File: src/rtl/rr_agent_requester.sv
`timescale 1ns/1ps
// Requester endpoint for the round-robin arbiter: buffers producer beats in a FIFO and
// streams each complete packet onto the shared bus while granted, marking the final beat with eot.
module rr_agent_requester #(
    parameter int DATA_W = 8,
    parameter int DEPTH  = 4
) (
    input  logic              clk,
    input  logic              rst,
    input  logic              wr_valid,
    output logic              wr_ready,
    input  logic [DATA_W-1:0] wr_data,
    input  logic              wr_last,
    output logic              req,
    input  logic              gnt,
    output logic              eot,
    output logic              bus_valid,
    output logic [DATA_W-1:0] bus_data,
    output logic              busy,
    output logic              pkt_err,
    output logic [1:0]        state_dbg
);
    localparam int AW = $clog2(DEPTH);
    localparam int CW = AW + 1;

    typedef enum logic [1:0] {
        S_IDLE = 2'd0,
        S_REQ  = 2'd1,
        S_GAP  = 2'd2
    } state_t;

    state_t            state;
    state_t            state_nxt;
    logic [DATA_W-1:0] mem_data [DEPTH];
    logic [DEPTH-1:0]  mem_last;
    logic [AW-1:0]     wr_ptr;
    logic [AW-1:0]     rd_ptr;
    logic [CW-1:0]     count;
    logic [CW-1:0]     pkt_cnt;
    logic              discard;
    logic              full;
    logic              overflow;
    logic              head_last;
    logic              accept;
    logic              push;
    logic              pop;

    // Handshakes: a producer beat transfers on a rising edge with wr_valid && wr_ready;
    // a bus beat transfers on every rising edge where bus_valid is high (no back-pressure).
    assign full      = (count == CW'(DEPTH));
    assign overflow  = full && (pkt_cnt == '0);
    assign head_last = mem_last[rd_ptr];
    assign bus_data  = mem_data[rd_ptr];
    assign pop       = bus_valid;
    assign wr_ready  = !rst && (!full || pop);
    assign accept    = wr_valid && wr_ready;
    assign push      = accept && !discard;

    always_ff @(posedge clk) begin
        if (push) begin
            mem_data[wr_ptr] <= wr_data;
            mem_last[wr_ptr] <= wr_last;
        end
    end

    // An oversize packet is flushed and its tail swallowed up to and including its last beat.
    always_ff @(posedge clk) begin
        if (rst) begin
            wr_ptr  <= '0;
            rd_ptr  <= '0;
            count   <= '0;
            pkt_cnt <= '0;
            pkt_err <= 1'b0;
            discard <= 1'b0;
        end else if (overflow) begin
            wr_ptr  <= '0;
            rd_ptr  <= '0;
            count   <= '0;
            pkt_cnt <= '0;
            pkt_err <= 1'b1;
            discard <= 1'b1;
        end else begin
            if (push) wr_ptr <= wr_ptr + AW'(1);
            if (pop)  rd_ptr <= rd_ptr + AW'(1);
            count <= count + CW'(push) - CW'(pop);
            case ({push && wr_last, pop && head_last})
                2'b10:   pkt_cnt <= pkt_cnt + CW'(1);
                2'b01:   pkt_cnt <= pkt_cnt - CW'(1);
                default: pkt_cnt <= pkt_cnt;
            endcase
            if (discard && accept && wr_last) discard <= 1'b0;
        end
    end

    always_ff @(posedge clk) begin
        if (rst) state <= S_IDLE;
        else     state <= state_nxt;
    end

    // GAP gives the arbiter exactly one low-req cycle before a queued packet re-requests.
    always_comb begin
        state_nxt = state;
        case (state)
            S_IDLE:  if (pkt_cnt != '0) state_nxt = S_REQ;
            S_REQ:   if (eot) state_nxt = S_GAP;
            S_GAP:   state_nxt = (pkt_cnt != '0) ? S_REQ : S_IDLE;
            default: state_nxt = S_IDLE;
        endcase
    end

    always_comb begin
        req       = (state == S_REQ);
        bus_valid = req && gnt;
        eot       = bus_valid && head_last;
        busy      = (state != S_IDLE);
        state_dbg = state;
    end
endmodule

File: config.mk
export PLATFORM = sky130hd
export DESIGN_NAME = rr_agent_requester
export DESIGN_NICKNAME = d
export VERILOG_FILES = /design/src/rtl/rr_agent_requester.sv
export SDC_FILE = /design/constraint.sdc
export NUM_CORES = 1
export LEC_CHECK = 0
export ABC_AREA = 1
export CORE_ASPECT_RATIO = 1.5
export CORE_MARGIN = 5
export CORE_UTILIZATION = 45
export DETAILED_ROUTE_END_ITERATION = 7
export MAX_ROUTING_LAYER = met4
export PLACE_DENSITY = 0.74
export SYNTH_ARGS = -nofsm -noshare
export SYNTH_HDL_FRONTEND = slang
export SYNTH_SLANG_ARGS = --single-unit
File: constraint.sdc
create_clock -name clk -period 2.4 [get_ports clk]
set_input_delay 0.48 -clock clk [delete_from_list [all_inputs] [get_ports clk]]
set_output_delay 0.48 -clock clk [all_outputs]
set_load 0.01 [all_outputs]
==> results of run 1 <==
[routing by layer]
layer / share of wire (%) / global-route usage [%] / up-vias
met1: 39 / 14.76 / 701
met3: 3.4 / 3.333 / 8
met4: 1.7 / 5.932 / 0
li1: - / - / 747
met5: 0 / - / -
met2: 56 / 26.99 / 27
[cell type report]
| type | instances | area [µm²] | share of cell area (%) |
|---|---|---|---|
| Multi-Input combinational cell | 114 | 653.1 | 23.96 |
| Clock inverter | 2 | 16.27 | 0.5966 |
| Timing Repair Buffer | 44 | 401.6 | 14.73 |
| Sequential cell | 52 | 1403 | 51.45 |
| Clock buffer | 6 | 72.57 | 2.662 |
| Inverter | 26 | 97.59 | 3.580 |
| Tap cell | 66 | 82.58 | 3.029 |
[cell usage in the layout, fill, tap and decap left out, drive strengths merged]
master and n:
buf 16, clkinv 1, clkdlybuf4s50 26, clkinvlp 1, nand2 20, a21oi 8, nor2 40, o22ai 8
dlymetal6s2s 1, nand4 3, or2 1, xnor2 1, xor2 1, edfxtp 36, o21ai 21, fa 2
dlygate4sd2 1, clkbuf 6, dfxtp 16, nand3 2, inv 26, ha 7
[cell families after synthesis]
logic type / after synthesis
buffers and inverters: 28
AO/OA/AOI/OAI: 37
XOR/XNOR: 2
adder cells (fa/ha/maj): 9
AND/OR/NAND/NOR: 66
flip-flops: 52
[worst max-delay path, stage by stage]
cell and delay [ns]:
clkdlybuf4s50_1 0.43, buf_4 0.15, a21oi_1 0.17, clkdlybuf4s50_1 0.58
[worst paths after layout]
| path | from | endpoint | cells past startpoint |
|---|---|---|---|
| max | rst | wr_ready | 4 |
| min | discard | discard | 2 |
| min reg2reg | discard | discard | 2 |
| max reg2reg | count[1] | count[2] | 12 |
[flip-flops by register name (all words and copies together), names as in the netlist, named ones only]
| signal | flops |
|---|---|
| pkt_err | 1 |
| discard | 1 |
| rd_ptr | 2 |
| wr_ptr | 2 |
| state_dbg | 2 |
| pkt_cnt | 3 |
| mem_data | 32 |
| count | 3 |
| mem_last | 4 |
[per-stage QoR]
step,TNS [ns],util (%),worst slack [ns]
2_1_floorplan,0,-,0.2845
3_3_place_gp,-0.2920,55.68,-0.2061
5_1_grt,0,57.62,0.05843
6_report,0,57.62,0.1156
3_5_place_dp,-0.4669,55.68,-0.2689
4_1_cts,0,57.54,0.009574
[power breakdown]
group          switching [mW]  internal (mW)  total (mW)
Sequential             0.0575           1.06        1.11
Combinational           0.299          0.273       0.572
Clock                   0.279          0.208       0.486
==> impl_metrics.tcl, run 1 <==
set metrics [dict create \
    synth_commonest_cells "36 x edfxtp_1, 36 x nor2_1, 23 x inv_1, 21 x o21ai_0, 18 x nand2_1" \
    cp-end-kind "output pin" \
    cts_hold_buf 0 \
    cts_setup_buffers 0 \
    cts_resized 1 \
    synthTopCellsByArea "edfxtp_1 50%, dfxtp_1 15%, nor2_1 6.2%" \
    fin_crit_sh_pct 95.18 \
    ant_nets 0 \
    vias 1483 \
    portBuffers 28 \
    synth_top_area_share_pct 49.94 \
    synth.mux.area_fraction_pct 0 \
    yosysTopAreaCell "edfxtp_1" \
    ios 29 \
    die_y_um 94.94 \
    r2r_slack_ns 0.24 \
    fp.coreArea_um2 4732 \
    yosys.area_share.simple_pct 14.45 \
    cts-root-buf "clkbuf_8" \
    cp_max_fo 2 \
    dp_hpwl_um 2985 \
    initial_utilization_pct 45.74 \
    clock-sinks 52 \
    grt_max_degree 17 \
    grt_usage_pct 14.75 \
    hold_violations 0 \
    detail_route.vias_per_cell 4.784 \
    synth_xor_area_share_pct 0.8092 \
    synth_top_family_by_area "simple AND/OR/NAND/NOR gates" \
    cp.required_ns 1.92 \
    clock_skew_ns 0.006063 \
    drt_iter0_drc 82 \
    syn_nets 216 \
    final_area_um2 2726 \
    dpl_cell_area_um2 2635 \
    cts_max_level 2 \
    synth_area_um2 2165 \
    finalSetupViolations 0 \
    grt_pass1_wl_um 6831 \
    powerDensity_nw_per_um2 797.3 \
    worst_pin_slew_ns 0.3341 \
    synth_cells 194 \
    maxCapViolations 0 \
    grt_pass1_vias 1551 \
    dieArea_um2 6326 \
    ys_warn_count 0 \
    dp.cells 302 \
    period_needed_ns 2.284 \
    drt-wirelength-per-cell_um 13.13 \
    ys_seq_area_share_pct 64.74 \
    clk_latency_ns 0.30 \
    status "completed" \
    async_flop_share_pct 0 \
    synth_edf_count 36 \
    cp-start-kind "primary input" \
    area_growth_pct 25.95 \
    cts.path.max_buffers 2 \
    crit_type "in2out" \
    antenna_found_initial 0 \
    rows 31 \
    finalPower_mw 2.174 \
    die_x_um 66.63 \
    globalRouteOverflowTotal 0 \
    place_congestion 0.8207 \
    avgSynthCellArea_um2 11.16 \
    finalNetCount 265 \
    grt_setup_unrepaired "no" \
    slew_viol_final 0 \
    peakVddDrop_uv 479.1 \
    drive_gt1_share_pct 15.16 \
    tritoncts "built" \
    synth_compound_area_share_pct 9.017 \
    power.leakage_nw 1.024 \
    ys_ff_latch 52 \
    cts_buffers 5 \
    cp.arrival_ns 1.80 \
    hp-class "reg2reg" \
    cts.clk_slew.worst_paths_ns 0.09 \
    antenna_cells 0 \
    ys_types 24 \
    synthFlopType "edfxtp_1" \
    clock.fmax_mhz 437.8 \
    layoutNonFillerInstCount 310 \
    wirelength_um 4071 \
    drc 0 \
    nFillCells 435 \
    dr.pass1.iters 4 \
    synthAdderAreaFrac_pct 5.896 \
    whs_ns 0.4697 \
    slew_headroom_pct 77.69 \
]
No activity file was read; power rests on OpenSTA's default activity.
==> inputs of run 2 (changes only) <==
--- a/config.mk
+++ b/config.mk
@@ -9,6 +9,7 @@
 export CORE_ASPECT_RATIO = 1.5
 export CORE_MARGIN = 5
 export CORE_UTILIZATION = 45
+export CTS_CLUSTER_DIAMETER = 120
 export DETAILED_ROUTE_END_ITERATION = 7
 export MAX_ROUTING_LAYER = met4
 export PLACE_DENSITY = 0.74
==> results of run 2 <==
Same layout as run 1: the final DEF is identical, and so are final timing and power.
==> inputs of run 3 (changes only) <==
--- a/config.mk
+++ b/config.mk
@@ -13,6 +13,7 @@
 export DETAILED_ROUTE_END_ITERATION = 7
 export MAX_ROUTING_LAYER = met4
 export PLACE_DENSITY = 0.74
+export SLEW_MARGIN = 20
 export SYNTH_ARGS = -nofsm -noshare
 export SYNTH_HDL_FRONTEND = slang
 export SYNTH_SLANG_ARGS = --single-unit
==> results of run 3 <==
Same layout as run 1: the final DEF is identical, and so are final timing and power.
==> variant 1: new RTL, flow settings as in run 1 <==
Register the output `state_dbg`, with the module's reset; this adds one clock of latency there. The other outputs are not delayed to match.
--- a/src/rtl/rr_agent_requester.sv
+++ b/src/rtl/rr_agent_requester.sv
@@ -28,6 +28,8 @@
         S_REQ  = 2'd1,
         S_GAP  = 2'd2
     } state_t;
+
+    logic [1:0] state_dbg_d;
 
     state_t            state;
     state_t            state_nxt;
@@ -113,7 +115,15 @@
         bus_valid = req && gnt;
         eot       = bus_valid && head_last;
         busy      = (state != S_IDLE);
-        state_dbg = state;
+        state_dbg_d = state;
     end
+    always_ff @(posedge clk) begin
+        if (rst) begin
+            state_dbg <= '0;
+        end else begin
+            state_dbg <= state_dbg_d;
+        end
+    end
+
 endmodule
 
Check against the original RTL: not equivalent (a bounded check fails within 4 cycles, from zero or initial values and one cycle with rst high).
==> variant 1 against run 1 <==
- via count increased by 2.2%
- clock skew increased by 3.7 ps
- worst hold slack improved by 1.7 ps
- worst setup slack got worse by 2.5 ps
- utilization increased by 0.53 points
- cell area increased by 3.4%
- non-clock buffer count unchanged
- routed wire length decreased by 3.5%
- synthesized area increased by 4.4%
- maximum frequency decreased by 0.11%
- total power increased by 2.8%
- sequential cell count increased by 2
- final cell count increased by 0.65%
- largest power group unchanged
==> variant 1: results (changes against run 1) <==
[power_and_ir_drop]
power_density_nw_per_um2 = 792  ; -0.62%
clockPowerShare_pct = 21.0  ; -1.4 points
p_leak_nw = 1.04  ; +1.2%
switching_share_pct = 29.2  ; -0.080 points
max-vdd-ir-drop_mv = 0.512  ; +6.8%
pg_seq_mw = 1.15  ; +4%

[synthesis]
synth-seq-cells = 54  ; +3.8%
synth_cells = 198  ; +2.1%
synth_commonest_cells = 38 x nor2_1, 36 x edfxtp_1, 21 x inv_1
synth_area_leaders = edfxtp_1 48%, dfxtp_1 16%, nor2_1 6.3%
syn-num-nets = 220  ; +1.9%
yosysSeqAreaShare_pct = 63.8  ; -0.95 points
synth_cell_types = 28  ; +17%

[cells_and_area]
final_nets = 267  ; +0.75%
nMultiInputCombCells = 115  ; +0.88%
seq_share_pct = 51.2  ; -0.27 points
syn_to_final_growth_pct = 24.8
clkCellAreaFrac_pct = 2.93  ; -0.33 points
n_all_inverters = 25  ; -3.8%
fillers = 412  ; -5.3%
drive_gt1_share_pct = 19.5  ; +4.3 points
multi_input_area_um2 = 717  ; +9.8%
buf_share_pct = 14.1  ; -0.62 points

[drt]
drt_iter0_markers = 78  ; -4.9%
routed_via_density = 4.86  ; +1.5%
drt-total-wl_mm = 3.93  ; -3.5%
drt-wirelength-per-cell_um = 12.6  ; -4.1%

[global_route]
grt_pass1_wl_mm = 6.65  ; -2.6%
track_usage_pct = 13.5  ; -1.3 points
grt_pass1_vias = 1493  ; -3.7%

[worst_setup_path]
cp-endpoint = bus_valid
path_max_fanout = 4  ; +2
cp_slowest_stage_delay_ps = 520  ; -60 ps
critPathSlowestCell = clkdlybuf4s50_1
startpoint = gnt

[clock_tree]
clk_latency_ps = 300  ; about the same
cts_root_buf = clkbuf_8

[placed_design]
place_area_um2 = 2710  ; +3.0%
dp_cells = 304  ; +0.66%
routabilityCongestion = 0.775  ; -5.6%

[status]
status = finished, final reports clean

[sta]
finalHoldWorstSlack_ps = 471  ; +1.68 ps
tightest_slew_ps = 289  ; -45.5 ps
finClkSkew_ps = 9.77  ; +3.71 ps

-- variant 1: timing repair --
item                                    in CTS  in global routing
hold endpoints to repair                     0                  0
hold buffers                                 0                  0
gates resized for setup                      3                  8
pin swaps                                    0                  1
endpoints found under the setup margin       6                  2
-- variant 1: per-stage QoR --
stage / power (mW) / worst slack [ps]
finish: 2.23 / 113
global route: 2.38 / 0.431
CTS: 2.24 / 55.5
detailed placement: 1.78 / -261
global placement: 1.76 / -228
floorplan: 1.53 / 190
-- variant 1: logic make-up (layout without fill, tap and decap cells) --
family	count (synthesis)	count (layout)	synth area share, %
AND/OR/NAND/NOR	69	69	15.5
adder cells (fa/ha/maj)	9	9	5.65
XOR/XNOR	1	1	0.388
buffers and inverters	29	77	5.43
AO/OA/AOI/OAI	36	36	9.25
flip-flops	54	54	63.8
-- variant 1: per-layer routing --
metal  up-vias  GRT usage, %  routed length (µm)
li1        765             -                   -
met1       708          14.2                1570
met2        38          23.7                2140
met3         4          3.01                 165
met4         0          5.05                  57
met5         -             -                   0
==> variant 2: new RTL, flow settings as in run 1 <==
Without the edit above. Change the parameter `DATA_W` from 8 to 12.
--- a/src/rtl/rr_agent_requester.sv
+++ b/src/rtl/rr_agent_requester.sv
@@ -2,7 +2,7 @@
 // Requester endpoint for the round-robin arbiter: buffers producer beats in a FIFO and
 // streams each complete packet onto the shared bus while granted, marking the final beat with eot.
 module rr_agent_requester #(
-    parameter int DATA_W = 8,
+    parameter int DATA_W = 12,
     parameter int DEPTH  = 4
 ) (
     input  logic              clk,
Ports: changed (resized bus_data and wr_data); port bits go from 29 to 37. No check against the original RTL was run, so the function may have changed too.
==> variant 2 against run 1 <==
- critical path depth rose by 1
- synthesized area rose by 27%
- total power rose by 38%
- non-clock buffer count rose by 13
- sequential cell count rose by 16
- clock skew barely moved
- routed wire length rose by 24%
- clock power rose by 66%
- final cell count rose by 21%
- worst setup slack got worse by 26 ps
- cell area rose by 29%
- die area rose by 23%
- critical endpoint is now bus_valid
- highest routed layer unchanged
==> variant 2: results (changes against run 1) <==
[drt]
m1WireLength_mm = 1.94  ; +22%
dr_wl_met3_um = 229  ; +65%
routed_via_density = 4.95  ; +3.6%
drt-wirelength-per-cell_um = 13.4  ; +2.2%
drt-total-wl_mm = 5.05  ; +24%
drt_iter0_markers = 133  ; +62%

[synthesis]
synth_area_leaders = edfxtp_1 57%, dfxtp_1 12%, nor2_1 6.0%
yosysSeqAreaShare_pct = 68.4  ; +3.7 points
synth-adder-area-share_pct = 4.64  ; -1.3 points
syn-num-nets = 261  ; +21%
synth_compound_area_share_pct = 9.65  ; +0.63 points
synth_cell_types = 22  ; -8.3%
synth_commonest_cells = 52 x edfxtp_1, 44 x nor2_1, 29 x o21ai_0
synth_edf_count = 52  ; +44%

[placed_design]
pre_cts_slack_ps = -259  ; +9.84 ps
hpwl_mm = 3.60  ; +21%
routabilityCongestion = 0.850  ; +3.5%
place_area_um2 = 3330  ; +26%
dp_cells = 360  ; +19%

[worst_setup_path]
cp_slowest_stage_delay_ps = 520  ; -60 ps
cp.arrival_ps = 1830  ; +30 ps
reg2reg_slack_ps = 270  ; +30 ps

[sta]
finClkSkew_ps = 5.93  ; -0.133 ps
tightest_slew_ps = 266  ; -67.7 ps
finalHoldWorstSlack_ps = 468  ; -1.51 ps
period_needed_ps = 2310  ; +26.4 ps

[clock_tree]
cts_buffers = 9  ; +4
path_clk_slew_ps = 70  ; -20 ps
htree_levels = 3  ; +1

[global_route]
grt_pass1_vias = 1889  ; +22%
grt_max_degree = 25  ; +8
use_met3_pct = 4.68  ; +1.3 points
grtUsageMet2_pct = 24.9  ; -2.1 points
track_usage_pct = 14.8  ; +0.085 points
use_met1_pct = 15.7  ; +0.94 points

[power_and_ir_drop]
max-vdd-ir-drop_mv = 0.469  ; -2.1%
p_leak_nw = 1.32  ; +29%

[cells_and_area]
final_nets = 323  ; +22%
reg_top3 = mem_data (48), mem_last (4)

[status]
status = finished, final reports clean

[variant 2: layout make-up]
type,count,area (µm²)
flip-flops and latches,68,1880
repair buffers,57,523
multi-input cells,135,754
inverters,26,97.6
clock inverters,3,12.5
well taps,74,92.6
fillers,508,2520
clock buffers,13,160
[variant 2: path summary, 6_finish.rpt]
check,startpoint,end,cells after the start
worst min-delay path,discard,discard,2
worst max register to register,count[1],count[2],12
worst max-delay path,gnt,bus_valid,5
worst min register to register,discard,discard,2
[variant 2: power breakdown]
group,total [mW],internal [mW],switching [mW]
Clock,0.808,0.430,0.377
Combinational,0.734,0.344,0.390
Sequential,1.45,1.39,0.0576
Total,2.99,2.17,0.825
[variant 2: stage by stage]
step	util [%]	power (mW)
floorplan	-	1.87
global placement	55.2	2.18
detailed placement	55.2	2.20
CTS	58.0	3.01
global route	58.3	3.19
finish	58.3	2.99
[variant 2: timing repair]
item	in CTS	in global routing
hold buffers	0	0
resized for setup	2	6
endpoints found under the setup margin	9	12
